[config.mk]
export PLATFORM = sky130hd
export DESIGN_NAME = bus_xfer_sequencer
export DESIGN_NICKNAME = d
export VERILOG_FILES = /design/src/rtl/bus_xfer_sequencer.sv
export SDC_FILE = /design/constraint.sdc
export NUM_CORES = 1
export LEC_CHECK = 0
export CELL_PAD_IN_SITES_DETAIL_PLACEMENT = 1
export CELL_PAD_IN_SITES_GLOBAL_PLACEMENT = 1
export CORE_MARGIN = 1.5
export CORE_UTILIZATION = 42
export CTS_CLUSTER_SIZE = 28
export DETAILED_ROUTE_END_ITERATION = 7
export PLACE_DENSITY_LB_ADDON = 0.1
export SYNTH_ARGS = -nofsm -noshare
export SYNTH_HDL_FRONTEND = slang
export SYNTH_SLANG_ARGS = --single-unit
[constraint.sdc]
create_clock -name clock -period 3.7 [get_ports clock]
set_input_delay 0.74 -clock clock [delete_from_list [all_inputs] [get_ports clock]]
set_output_delay 0.74 -clock clock [all_outputs]
set_load 0.1 [all_outputs]
[src/rtl/bus_xfer_sequencer.sv]
// bus_xfer_sequencer: accepts register/immediate transfer commands through a
// 2-entry FIFO and sequences bus-driver select (rout / imm_drive) followed by
// the destination load enable (rin) so that only one source drives the bus.
// Optional feature macro: BUS_XFER_COUNT_EN adds the xfer_count[15:0] output.
module bus_xfer_sequencer #(
    parameter int NUM_REGS = 16,
    parameter int IDX_W    = 4,
    parameter int DATA_W   = 32
) (
    input  logic                clock,
    input  logic                clear,
    input  logic                cmd_valid,
    output logic                cmd_ready,
    input  logic [IDX_W-1:0]    cmd_src,
    input  logic [IDX_W-1:0]    cmd_dst,
    input  logic                cmd_imm_sel,
    input  logic [DATA_W-1:0]   cmd_imm,
    output logic [NUM_REGS-1:0] rout,
    output logic                imm_drive,
    output logic [DATA_W-1:0]   imm_out,
    output logic [NUM_REGS-1:0] rin,
    output logic                busy,
    output logic                done,
    output logic                err
`ifdef BUS_XFER_COUNT_EN
    ,
    output logic [15:0]         xfer_count
`endif
);

    typedef struct packed {
        logic [IDX_W-1:0]  src;
        logic [IDX_W-1:0]  dst;
        logic              imm_sel;
        logic [DATA_W-1:0] imm;
    } entry_t;

    typedef enum logic [1:0] {
        IDLE,
        DRIVE,
        WRITE
    } state_t;

    state_t              state_q, state_d;
    entry_t              cur_q, cur_d;
    entry_t              fifo_mem_q [2];
    entry_t              fifo_mem_d [2];
    logic                wr_ptr_q, wr_ptr_d;
    logic                rd_ptr_q, rd_ptr_d;
    logic [1:0]          count_q, count_d;
    logic [NUM_REGS-1:0] rout_q, rout_d;
    logic [NUM_REGS-1:0] rin_q, rin_d;
    logic                imm_drive_q, imm_drive_d;
    logic [DATA_W-1:0]   imm_out_q, imm_out_d;
    logic                done_q, done_d;
    logic                err_q, err_d;
    logic                fifo_full;
    logic                fifo_empty;
    logic                push;
    logic                pop;
    entry_t              head;
`ifdef BUS_XFER_COUNT_EN
    logic [15:0]         xfer_count_q, xfer_count_d;
`endif

    // An entry is executable only if every index it uses names a real register.
    function automatic logic entry_ok(input entry_t e);
        logic [31:0] s;
        logic [31:0] d;
        s = 32'(e.src);
        d = 32'(e.dst);
        entry_ok = (d < NUM_REGS) && (e.imm_sel || (s < NUM_REGS));
    endfunction

    assign fifo_full  = (count_q == 2'd2);
    assign fifo_empty = (count_q == 2'd0);
    assign cmd_ready  = !fifo_full;
    assign push       = cmd_valid && !fifo_full;
    assign head       = fifo_mem_q[rd_ptr_q];

    // FIFO storage, pointers and occupancy; a pop and a push may share a cycle.
    always_comb begin
        fifo_mem_d = fifo_mem_q;
        wr_ptr_d   = wr_ptr_q;
        rd_ptr_d   = rd_ptr_q;
        count_d    = count_q;
        if (push) begin
            fifo_mem_d[wr_ptr_q] = '{src: cmd_src, dst: cmd_dst,
                                     imm_sel: cmd_imm_sel, imm: cmd_imm};
            wr_ptr_d = !wr_ptr_q;
        end
        if (pop) begin
            rd_ptr_d = !rd_ptr_q;
        end
        count_d = count_q + 2'(push) - 2'(pop);
    end

    // Next-state logic: pop in IDLE or at the end of WRITE, reject invalid entries.
    always_comb begin
        state_d = state_q;
        cur_d   = cur_q;
        pop     = 1'b0;
        done_d  = 1'b0;
        err_d   = 1'b0;
        unique case (state_q)
            IDLE: begin
                if (!fifo_empty) begin
                    pop   = 1'b1;
                    cur_d = head;
                    if (entry_ok(head)) state_d = DRIVE;
                    else                err_d   = 1'b1;
                end
            end
            DRIVE: begin
                state_d = WRITE;
            end
            WRITE: begin
                done_d = 1'b1;
                if (!fifo_empty) begin
                    pop   = 1'b1;
                    cur_d = head;
                    if (entry_ok(head)) begin
                        state_d = DRIVE;
                    end else begin
                        state_d = IDLE;
                        err_d   = 1'b1;
                    end
                end else begin
                    state_d = IDLE;
                end
            end
            default: begin
                state_d = IDLE;
            end
        endcase
    end

    // Bus controls are decoded from the next state and registered, so the
    // outputs come straight from flops and cannot glitch.
    always_comb begin
        rout_d      = '0;
        rin_d       = '0;
        imm_drive_d = 1'b0;
        imm_out_d   = '0;
        if (state_d == DRIVE || state_d == WRITE) begin
            if (cur_d.imm_sel) begin
                imm_drive_d = 1'b1;
                imm_out_d   = cur_d.imm;
            end else begin
                for (int unsigned i = 0; i < NUM_REGS; i++) begin
                    if (cur_d.src == IDX_W'(i)) rout_d[i] = 1'b1;
                end
            end
        end
        if (state_d == WRITE) begin
            for (int unsigned i = 0; i < NUM_REGS; i++) begin
                if (cur_d.dst == IDX_W'(i)) rin_d[i] = 1'b1;
            end
        end
    end

`ifdef BUS_XFER_COUNT_EN
    // Completed-transfer counter; wraps naturally at 16 bits.
    always_comb begin
        xfer_count_d = xfer_count_q + 16'(done_d);
    end
`endif

    // State, FIFO and output registers with synchronous clear.
    always_ff @(posedge clock) begin
        if (clear) begin
            state_q     <= IDLE;
            cur_q       <= '0;
            fifo_mem_q  <= '{default: '0};
            wr_ptr_q    <= 1'b0;
            rd_ptr_q    <= 1'b0;
            count_q     <= '0;
            rout_q      <= '0;
            rin_q       <= '0;
            imm_drive_q <= 1'b0;
            imm_out_q   <= '0;
            done_q      <= 1'b0;
            err_q       <= 1'b0;
`ifdef BUS_XFER_COUNT_EN
            xfer_count_q <= '0;
`endif
        end else begin
            state_q     <= state_d;
            cur_q       <= cur_d;
            fifo_mem_q  <= fifo_mem_d;
            wr_ptr_q    <= wr_ptr_d;
            rd_ptr_q    <= rd_ptr_d;
            count_q     <= count_d;
            rout_q      <= rout_d;
            rin_q       <= rin_d;
            imm_drive_q <= imm_drive_d;
            imm_out_q   <= imm_out_d;
            done_q      <= done_d;
            err_q       <= err_d;
`ifdef BUS_XFER_COUNT_EN
            xfer_count_q <= xfer_count_d;
`endif
        end
    end

    assign rout      = rout_q;
    assign rin       = rin_q;
    assign imm_drive = imm_drive_q;
    assign imm_out   = imm_out_q;
    assign done      = done_q;
    assign err       = err_q;
    assign busy      = (state_q != IDLE) || !fifo_empty;
`ifdef BUS_XFER_COUNT_EN
    assign xfer_count = xfer_count_q;
`endif

endmodule

# == After elaboration in Yosys (flattened, before gate mapping) ==
# Cells that the tools add are included.
# totals
input_bits,44
word_cells,131
output_inout_bits,69
ff_bits,195
# classes
add_sub_neg,2
muxes,47
n_reduce_logical,18
n_eq_ne,35
bitwise_logic,5
magnitude_cmp,3
# ops
cell,n
$mux W41,6
$bwmux W82,1
$eq A4 B4 Y1 const B,16
$demux W41 S1,1
$mux W1,37
$eq A4 B3 Y1 const B,8
$eq A4 B2 Y1 const B,4
$eq A4 B1 Y1 const B,2
$logic_not A4 Y1,2
$eq A2 B2 Y1 const B,3
$pmux W2 S3,1
$reduce_or A2 Y1,3
$reduce_or A3 Y1,2
$eq A2 B1 Y1 const B,2
$ge A2 B2 Y1 const B,2
$logic_not A1 Y1,4
$logic_not A2 Y1,2
$not A1 Y2,2
$not A1 Y1,3
$add A2 B1 Y2,1
$logic_and A1 B1 Y1,2
$logic_or A1 B1 Y1,2
$lt A2 B1 Y1 const B,1
$mux W2,1
2 further kinds,2

# == Depth between registers and ports, before layout ==
# Gate-level depths: netlist of run 1.
# logic_depth
word_depth,8
ltp_mapped,8
ltp_nobuf,6

# == Worst setup path after synthesis of run 1 ==
# Ideal clock, no wire load.
# synth_path
kind,register to register
start,reg count_q[0]
end,reg fifo_mem_q[43] (netlist name)
n_path_buf,1
t_required_ns,3.629
slack_ns,1.485
stages_incl_launch_ff,6
period_less_slack_ns,2.215
setup_ns,0.071
arrival_time_ns,2.144
cell_sequence,dfxtp_1 nand2b_1 nor3b_2 clkbuf_1 nand2_1 a21oi_1
# synth_via
elab_chain_cells,3
# synth_rtl
item,line,source
start: declaration,50,"logic [1:0] count_q, count_d;"
start signal: assignment,193,count_q <= count_d;
$eq A2 B2 Y1,75,assign fifo_full = (count_q == 2'd2);
$logic_not A1 Y1,-,
net cmd_ready,13,"output logic cmd_ready,"
$logic_and A1 B1 Y1,78,assign push = cmd_valid && !fifo_full;
end signal: assignment,190,fifo_mem_q <= fifo_mem_d;
end: declaration,46,entry_t fifo_mem_q [2];
# The timed path passes the listed nets, and every way through them passes these cells.
# A chain may end at the register's enable or synchronous reset.

# == Worst setup path after layout of run 1 ==
# layout_path
start,reg state_q[0]
end,out busy
# layout_via
elab_chain_cells,2
# layout_rtl
item,line,source
start: declaration,44,"state_t state_q, state_d;"
start signal: assignment,188,state_q <= state_d;
$reduce_bool A2 Y1,212,assign busy = (state_q != IDLE) || !fifo_empty;
$logic_or A1 B1 Y1,212,
end: declaration,22,"output logic busy,"
# No other way between the ends.

==> impl_metrics.yaml, run 1 <==
route:
  viasPerCell: 5.083
  drtIter0Drc: 256
  drc: 0
  ant_nets: 0
  wl_per_cell_um: 16.43
  drt_wl_total_um: 17950
  num_vias: 5551
  drt_first_pass_iters: 4
timing:
  slew_headroom_pct: 29.62
  rsz0062_at_grt: "no"
  maxSlewViolCount: 0
  worstMarginPinSlew_ns: 1.053
  layout_min_cycle_time_ns: 3.092
  hold_viol: 0
  fin_crit_sh_pct: 83.55
  setup_viol: 0
  finClkSkew_ns: 0.008862
  max_freq_mhz: 323.5
  setup_tns_ns: 0
setup_path:
  r2r_start: "count_q[1]"
  path_class: "reg -> out"
  cp-end-kind: "primary output"
  cp.required_ns: 2.96
  cp_num_buf_inv: 1
  crit_chain: "or4_1, clkdlybuf4s50_1"
  reg2reg_slack_ns: 1.13
  crit_fanout: 11
  rr_endpoint: "rout[13]"
  r2r_cells: 5
  cp.depth: 2
  critical-path-top-delay-family: "buffers and inverters"
  crit_slowest_cell: "clkdlybuf4s50_1"
  critPathMaxStageDelay_ns: 0.99
  arrival_ns: 2.35
  start_kind: "register"
global_routing:
  grt_max_degree: 73
  grtUsageTotal_pct: 21.84
  grt_pass1_vias: 5818
  antenna_found_initial: 0
  grt.overflow.total: 0
  grt_first_pass_wirelength_um: 28840
clock_tree:
  clock_latency_ns: 0.42
  clockBufferDepth: 2
  numCtsBuffers: 17
  clock_sinks: 195
  cts_resized: 0
  hold_buffers: 0
  cts_setup_buffers: 0
  clk_pin_slew_ns: 0.07
  cts_tree: "yes"
  clockRootBuffer: "clkbuf_16"
  h-tree-depth: 4
layout:
  fin_area_um2: 8601
  register_area_um2: 3905
  nets: 909
  area_growth_pct: 26.22
  utilization_pct: 54.14
  antenna_cells: 0
  final_cells: 1092
  multiInputGateArea_um2: 2649
  drive_gt1_share_pct: 5.936
  fill_cells: 1836
min_path:
  min_from: "fifo_mem_q[67]"
  hold_path_class: "reg -> reg"
  hold-path-cell-count: 2
  whs_endpoint: "fifo_mem_q[67]"
synthesis:
  synth_edf_count: 0
  synthArstFlopShare_pct: 0
  ys_ff_latch: 195
  yosysTopAreaCell: "dfxtp_1"
  syn_avg_cell_area_um2: 8.747
  yosys_warnings: 0
  yosysUniqueCellTypes: 37
  synth_flop_cell: "dfxtp_1"
  synth_nets: 824
  synth_most_common_cell: "dfxtp_1"
  yosys-top-cells-count: "195 x dfxtp_1, 168 x nand2_1, 137 x nor2_1"
  synthesis.instances: 779
  synth.area.top_cells: "dfxtp_1 57%, nand2_1 9.3%, a21oi_1 8.4%"
  syn-cell-area_um2: 6814
  synth-seq-area-share_pct: 57.29
  yosys.area.top_type_share_pct: 57.29
outcome:
  status: "finished clean"
power:
  leakage_nw: 3.044
  ir_worst_vdd_uv: 362.6
  cellPowerDensity_nw_per_um2: 696.6
  power.total_mw: 5.991
floorplanning:
  die_h_um: 130.4
  core_um2: 15890
  die_w_um: 130.4
  start_util_pct: 42.90
  io_pins: 113
  dieArea_um2: 17000
  rows: 46
placement:
  place.port_buffers: 111
  gp_routability_congestion: 0.7309
  dpl_cell_area_um2: 8033
  dp_hpwl_um: 11670
  post-place-cells: 1061
run:
  maxCapViolCount: 0
==> flip-flops by register name (all words and copies together) (netlist names), 2 cells and up <==
signal      cells
state_q         2
rin            16
count_q         2
rout           16
imm_out        32
fifo_mem_q     82
cur_q          41
==> layout by cell type (no fill, tap or decap), types with 2 or more instances in the layout <==
master           Yosys  routed
nor3b_1              3       3
mux2i_1             40      40
nand2b_1             2       2
buf_4                3      10
o211ai_1             2       2
clkinvlp_4           0       2
and2_1               2       2
a21oi_1            115     115
or4b_1               2       2
inv_1                5       5
dfxtp_1            195     194
nor3_1              12      12
nand3b_1             3       3
clkbuf_16            0      17
clkinv_2             0       4
a32oi_1              9       9
a211oi_1             7       7
xnor2_1              2       2
clkbuf_8             0       2
clkdlybuf4s50_1      0     109
nor2_1             137     137
bufinv_16            0       2
nand2_1            168     168
mux2_2               5       5
clkbuf_1            35       3
==> layout make-up <==
| cell class | count | area share (%) |
|---|---|---|
| clock inverters | 9 | 1.207 |
| multi-input cells | 524 | 30.80 |
| inverters | 6 | 0.2619 |
| clock buffers | 22 | 5.397 |
| repair buffers | 120 | 13.79 |
| flip-flops and latches | 195 | 45.40 |
| well taps | 216 | 3.142 |
==> worst max path at each step <==
stage                           to       start
floorplan           fifo_mem_q[43]  count_q[0]
global placement              busy  state_q[0]
detailed placement  fifo_mem_q[58]   cmd_valid
CTS                           busy  state_q[0]
global route                  busy  state_q[0]
finish                        busy  state_q[0]
==> where the power goes <==
group | leakage, nW | internal, mW | switching [mW]
logic | 1.18 | 0.506 | 1.19
registers | 1.58 | 2.32 | 0.174
clock network | 0.276 | 1.03 | 0.773
==> kinds of logic after synthesis <==
group                      share of synthesized area, %
other                                           0.05503
xor gates and xnor gates                         0.3857
buffers and inverters                             4.131
DFF                                               57.29
adders and majority gates                        0.1836
muxes                                             6.702
AOI/OAI and AO/OA                                 11.26
and+or+nand+nor                                   20.00
==> layer usage <==
metal	part of all wire (%)	global-route usage [%]	vias to the layer above	wire [µm]
met5	0	0	-	0
met4	1.2	6.658	0	219
met3	3.4	4.845	14	606
met2	50	38.54	103	8928
met1	46	26.65	2716	8191
li1	-	-	2718	-
==> per-stage QoR <==
| step | hold WS (ns) | setup WS [ns] |
|---|---|---|
| 2_1_floorplan | 0.4329 | 1.485 |
| 3_3_place_gp | 0.4399 | 1.058 |
| 3_5_place_dp | 0.4479 | 0.9779 |
| 4_1_cts | 0.4578 | 0.5772 |
| 5_1_grt | 0.4769 | 0.5517 |
| 6_report | 0.4552 | 0.6085 |
==> tightest hold or removal path: cells and delay by family, from the launching register on <==
family / cells / cell delay (ns)
flip-flops: 1 / 0.31
AND/OR/NAND/NOR: 1 / 0.05
AO/OA/AOI/OAI: 1 / 0.05
Note: power is estimated with default switching activity, not from simulation.
==> inputs of run 2 (changes only) <==
--- a/config.mk
+++ b/config.mk
@@ -8,7 +8,7 @@
 export CELL_PAD_IN_SITES_DETAIL_PLACEMENT = 1
 export CELL_PAD_IN_SITES_GLOBAL_PLACEMENT = 1
 export CORE_MARGIN = 1.5
-export CORE_UTILIZATION = 42
+export CORE_UTILIZATION = 39
 export CTS_CLUSTER_SIZE = 28
 export DETAILED_ROUTE_END_ITERATION = 7
 export PLACE_DENSITY_LB_ADDON = 0.1
==> constraint.sdc (replaced) <==
create_clock -name clock -period 3 [get_ports clock]
set_input_delay 0.6 -clock clock [delete_from_list [all_inputs] [get_ports clock]]
set_output_delay 0.6 -clock clock [all_outputs]
set_load 0.1 [all_outputs]
==> run 2 against run 1 <==
Net effect:
- die area rose by 7.5%
- global-route usage fell by 1.9 points
- largest cell class unchanged
- critical path type is now reg -> reg
- wire length fell by 2.6%
==> impl_metrics.yaml, run 2 (synthesis results as in run 1) <==
floorplanning:
  die_w_um: 135.2
  core_um2: 17180
  rows: 48
  io_pins: 113
  start_util_pct: 39.67
  die_h_um: 135.2
  dieArea_um2: 18270
placement:
  dp_hpwl_um: 11290
  post-place-cells: 1071
  place.port_buffers: 111
  place_ws_ns: 0.5548
  dpl_cell_area_um2: 7884
  gp_routability_congestion: 0.7274
clock_tree:
  clockBufferDepth: 2
  clk_pin_slew_ns: 0.07
  h-tree-depth: 4
  clockRootBuffer: "clkbuf_16"
  clock_sinks: 195
  cts_setup_buffers: 0
  cts_tree: "yes"
  hold_buffers: 0
  cts_resized: 0
  numCtsBuffers: 17
  clock_latency_ns: 0.44
timing:
  setup_viol: 0
  fin_ws_ns: 0.5713
  hold_viol: 0
  slew_headroom_pct: 46.49
  layout_min_cycle_time_ns: 2.429
  worstMarginPinSlew_ns: 0.8026
  finClkSkew_ns: 0.007618
  maxSlewViolCount: 0
  fin_crit_sh_pct: 80.96
  timing.hold.ws_ns: 0.4472
  rsz0062_at_grt: "no"
  setup_tns_ns: 0
  max_freq_mhz: 411.7
layout:
  final_common_cell: "dfxtp_1"
  area_growth_pct: 23.94
  fill_cells: 2024
  multiInputGateArea_um2: 2649
  final_cells: 1102
  top_register: "fifo_mem_q"
  largest_reg_flops: 82
  layout_common_cells: "194 x dfxtp_1, 168 x nand2_1, 137 x nor2_1"
  antenna_cells: 0
  fin_area_um2: 8446
  utilization_pct: 49.17
  nets: 910
  register_area_um2: 3905
  drive_gt1_share_pct: 13.91
route:
  viasPerCell: 4.990
  drc: 0
  drt_first_pass_iters: 4
  wl_per_cell_um: 15.86
  ant_nets: 0
  drt_wl_total_um: 17480
  num_vias: 5499
  drtIter0Drc: 207
setup_path:
  crit_fanout: 32
  cp.required_ns: 3.37
  arrival_ns: 2.80
  start_kind: "register"
  cp-end-kind: "register"
  path_class: "reg -> reg"
outcome:
  status: "finished clean"
power:
  cellPowerDensity_nw_per_um2: 866.2
  power.total_mw: 7.316
  ir_worst_vdd_uv: 673.2
  leakage_nw: 3.174
global_routing:
  grt_max_degree: 77
  grt_first_pass_wirelength_um: 28260
  grt_pass1_vias: 5726
  antenna_found_initial: 0
  grt.overflow.total: 0
  grtUsageTotal_pct: 19.98
run:
  maxCapViolCount: 0
min_path:
  hold_path_class: "in -> reg"
-- run 2: changes by cell type in the layout (fill, tap and decap cells not counted) --
cell	previous run	this run
clkdlybuf4s50_1	109	42
bufinv_16	2	1
clkinvlp_4	2	4
buf_4	10	78
inv_6	1	2
clkinv_4	0	2
clkbuf_1	3	1
clkinv_2	4	2
-- run 2: final cells by class --
class                      instances  area share [%]
sequential                       195           46.24
multi-input combinational        524           31.36
timing repair buffer             121           12.15
clock buffer                      20           5.407
tap                              225           3.333
clock inverter                    11           1.244
inverter                           6          0.2667
-- run 2: critical path, stage by stage, from the launching register on --
cell	delay, ns
dfxtp_1	0.38
o21bai_4	0.67
nor2_1	0.15
or3b_1	0.68
buf_4	0.34
nor2_1	0.14
-- run 2: per-layer routing --
metal / wire length (µm) / GRT usage, %
met4: 247 / 6.571
met2: 9122 / 36.42
met3: 633 / 4.340
met5: 0 / 0
met1: 7480 / 23.14
-- run 2: final timing paths --
kind	slack (ns)	to	startpoint	cells past startpoint
max reg2reg	0.57	imm_out[15]	count_q[1]	5
min	0.45	cur_q[36]	clear	2
max	0.57	imm_out[15]	count_q[1]	5
min reg2reg	0.45	fifo_mem_q[63]	fifo_mem_q[63]	2
-- run 2: where the power goes --
group	switching, mW	internal (mW)
combinational	1.49	0.612
sequential	0.171	2.86
clock	0.990	1.19
==> inputs of run 3 (changes only) <==
--- a/config.mk
+++ b/config.mk
@@ -8,7 +8,7 @@
 export CELL_PAD_IN_SITES_DETAIL_PLACEMENT = 1
 export CELL_PAD_IN_SITES_GLOBAL_PLACEMENT = 1
 export CORE_MARGIN = 1.5
-export CORE_UTILIZATION = 39
+export CORE_UTILIZATION = 36
 export CTS_CLUSTER_SIZE = 28
 export DETAILED_ROUTE_END_ITERATION = 7
 export PLACE_DENSITY_LB_ADDON = 0.1
==> constraint.sdc (replaced) <==
create_clock -name clock -period 2.1 [get_ports clock]
set_input_delay 0.42 -clock clock [delete_from_list [all_inputs] [get_ports clock]]
set_output_delay 0.42 -clock clock [all_outputs]
set_load 0.1 [all_outputs]
==> run 3 against run 2 <==
Net effect:
- global-route usage is 1.5 points lower
- design area is 2.5% higher
- core utilization is 2.7 points lower
- hold slack worse by 0.15 ns
- setup slack worse by 0.48 ns
- clock power is 58% higher
- sequential share of layout area is 1.1 points lower
- first-iteration DRC count is 14% higher
- register-to-register slack worse by 0.29 ns
- die area is 8.1% higher
- non-clock buffer count is 7 higher
==> impl_metrics.yaml, run 3 (synthesis results as in run 1) <==
floorplanning:
  die_h_um: 140.6
  die_w_um: 140.6
  rows: 50
  dieArea_um2: 19760
  io_pins: 113
  start_util_pct: 36.55
  core_um2: 18640
clock_tree:
  clock_latency_ns: 0.42
  clockBufferDepth: 2
  cts_setup_buffers: 0
  numCtsBuffers: 17
  clockRootBuffer: "clkbuf_16"
  clock_sinks: 195
  hold_buffers: 0
  h-tree-depth: 4
  cts_tree: "yes"
  clk_pin_slew_ns: 0.07
layout:
  final_common_cell: "dfxtp_1"
  top_register: "fifo_mem_q"
  area_growth_pct: 27.03
  antenna_cells: 0
  largest_reg_flops: 82
  fill_cells: 2134
  drive_gt1_share_pct: 14.84
  nets: 917
  layout_common_cells: "193 x dfxtp_1, 168 x nand2_1, 137 x nor2_1"
route:
  ant_nets: 0
  wl_per_cell_um: 15.81
  viasPerCell: 4.937
  drt_first_pass_iters: 4
  drtIter0Drc: 237
  drt_wl_total_um: 17670
  num_vias: 5515
  drc: 0
setup_path:
  r2r_start: "rd_ptr_q"
  start_kind: "register"
  cp.required_ns: 1.68
  crit_chain: "or4_1, buf_12"
  cp_num_buf_inv: 1
  path_class: "reg -> out"
  arrival_ns: 1.59
  crit_fanout: 11
  cp-end-kind: "primary output"
  critical-path-top-delay-family: "simple AND/OR/NAND/NOR gates"
  startpoint: "state_q[0]"
  critPathMaxStageDelay_ns: 0.58
  crit_slowest_cell: "or4_1"
placement:
  place_ws_ns: 0.1445
  dp_hpwl_um: 11360
  gp_routability_congestion: 0.7499
  place.port_buffers: 111
timing:
  finClkSkew_ns: 0.006475
  rsz0062_at_grt: "no"
  fin_crit_sh_pct: 95.50
  maxSlewViolCount: 0
  worstMarginPinSlew_ns: 0.5757
  slew_headroom_pct: 61.62
  setup_tns_ns: 0
  hold_viol: 0
  layout_min_cycle_time_ns: 2.005
  setup_viol: 0
  max_freq_mhz: 498.6
  fin_ws_ns: 0.09452
min_path:
  hold_path_class: "in -> reg"
  min_from: "clear"
global_routing:
  grt_max_degree: 124
  grtUsageTotal_pct: 18.44
  grt_pass1_vias: 5725
  grt.overflow.total: 0
  antenna_found_initial: 0
  grt_first_pass_wirelength_um: 28640
power:
  clockPowerShare_pct: 31.3
  combPwrFrac_pct: 29.0
  leakage_nw: 3.268
  power.internal_mw: 7.198
  ir_worst_vdd_uv: 592.3
  switching_share_pct: 34.60
  cellPowerDensity_nw_per_um2: 1271
  power.total_mw: 11.00
  p_switching_mw: 3.807
  seqPwrFrac_pct: 39.7
outcome:
  status: "finished clean"
run:
  maxCapViolCount: 0
[run 3: cell count changes in the layout (fill, tap and decap cells not counted), sizes merged]
cell	delta
buf	+7
bufinv	+3
clkbuf	-1
clkinv	-4
inv	+1
[run 3: stage by stage]
| step | std cells | area [µm²] | hold slack, ns | utilization [%] |
|---|---|---|---|---|
| after detailed placement | 1087 | 8025 | 0.4496 | 43.05 |
| final | 1117 | 8656 | 0.2976 | 46.43 |
| after CTS | 1117 | 8655 | 0.2884 | 46.42 |
| after floorplan | 779 | 6817 | 0.4329 | - |
| after global placement | 1087 | 8025 | 0.4406 | 43.05 |
| after global routing | 1117 | 8656 | 0.3054 | 46.43 |
[run 3: final cells by class]
cell class	count	area, µm²	area share (%)
Clock inverter	11	176.4	2.038
Multi-Input combinational cell	524	2651	30.63
Timing Repair Buffer	128	1154	13.33
Sequential cell	195	3906	45.13
Inverter	6	22.52	0.2602
Clock buffer	19	452.9	5.233
Tap cell	234	292.8	3.382
[run 3: layer usage]
| metal | vias up | global-route usage, % | wire length (µm) | part of all wire [%] |
|---|---|---|---|---|
| met5 | - | 0 | 0 | 0 |
| met4 | 0 | 5.921 | 194 | 1.1 |
| met3 | 12 | 3.091 | 466 | 2.6 |
| met2 | 85 | 34.08 | 9248 | 52 |
| met1 | 2688 | 21.74 | 7756 | 44 |
| li1 | 2730 | - | - | - |
[run 3: worst paths after layout]
path / slack (ns) / endpoint / cells past startpoint
hold / removal: 0.30 / state_q[0] / 2
setup / recovery: 0.09 / busy / 2
setup reg to reg: 0.28 / imm_out[21] / 5
hold reg to reg: 0.46 / fifo_mem_q[64] / 2
[run 3: power groups by stage]
stage | clock network, mW | logic (mW) | registers, mW
global placement | 0 | 3.12 | 4.41
finish | 3.45 | 3.19 | 4.37
detailed placement | 0 | 3.22 | 4.45
CTS | 3.54 | 3.24 | 4.37
floorplan | 0 | 2.00 | 4.67
global route | 3.69 | 3.49 | 4.42
[run 3: worst reg2reg max path: stages, from the launching register on]
cell     delay, ns
dfxtp_2       0.55
mux2_2        0.43
nor2_1        0.14
or3b_1        0.15
buf_4         0.30
nor2_1        0.13
[run 3: what timing repair did]
action,CTS,global route
resized for setup,0,1
endpoints found under the setup margin,0,1
endpoints found under the hold margin,0,0
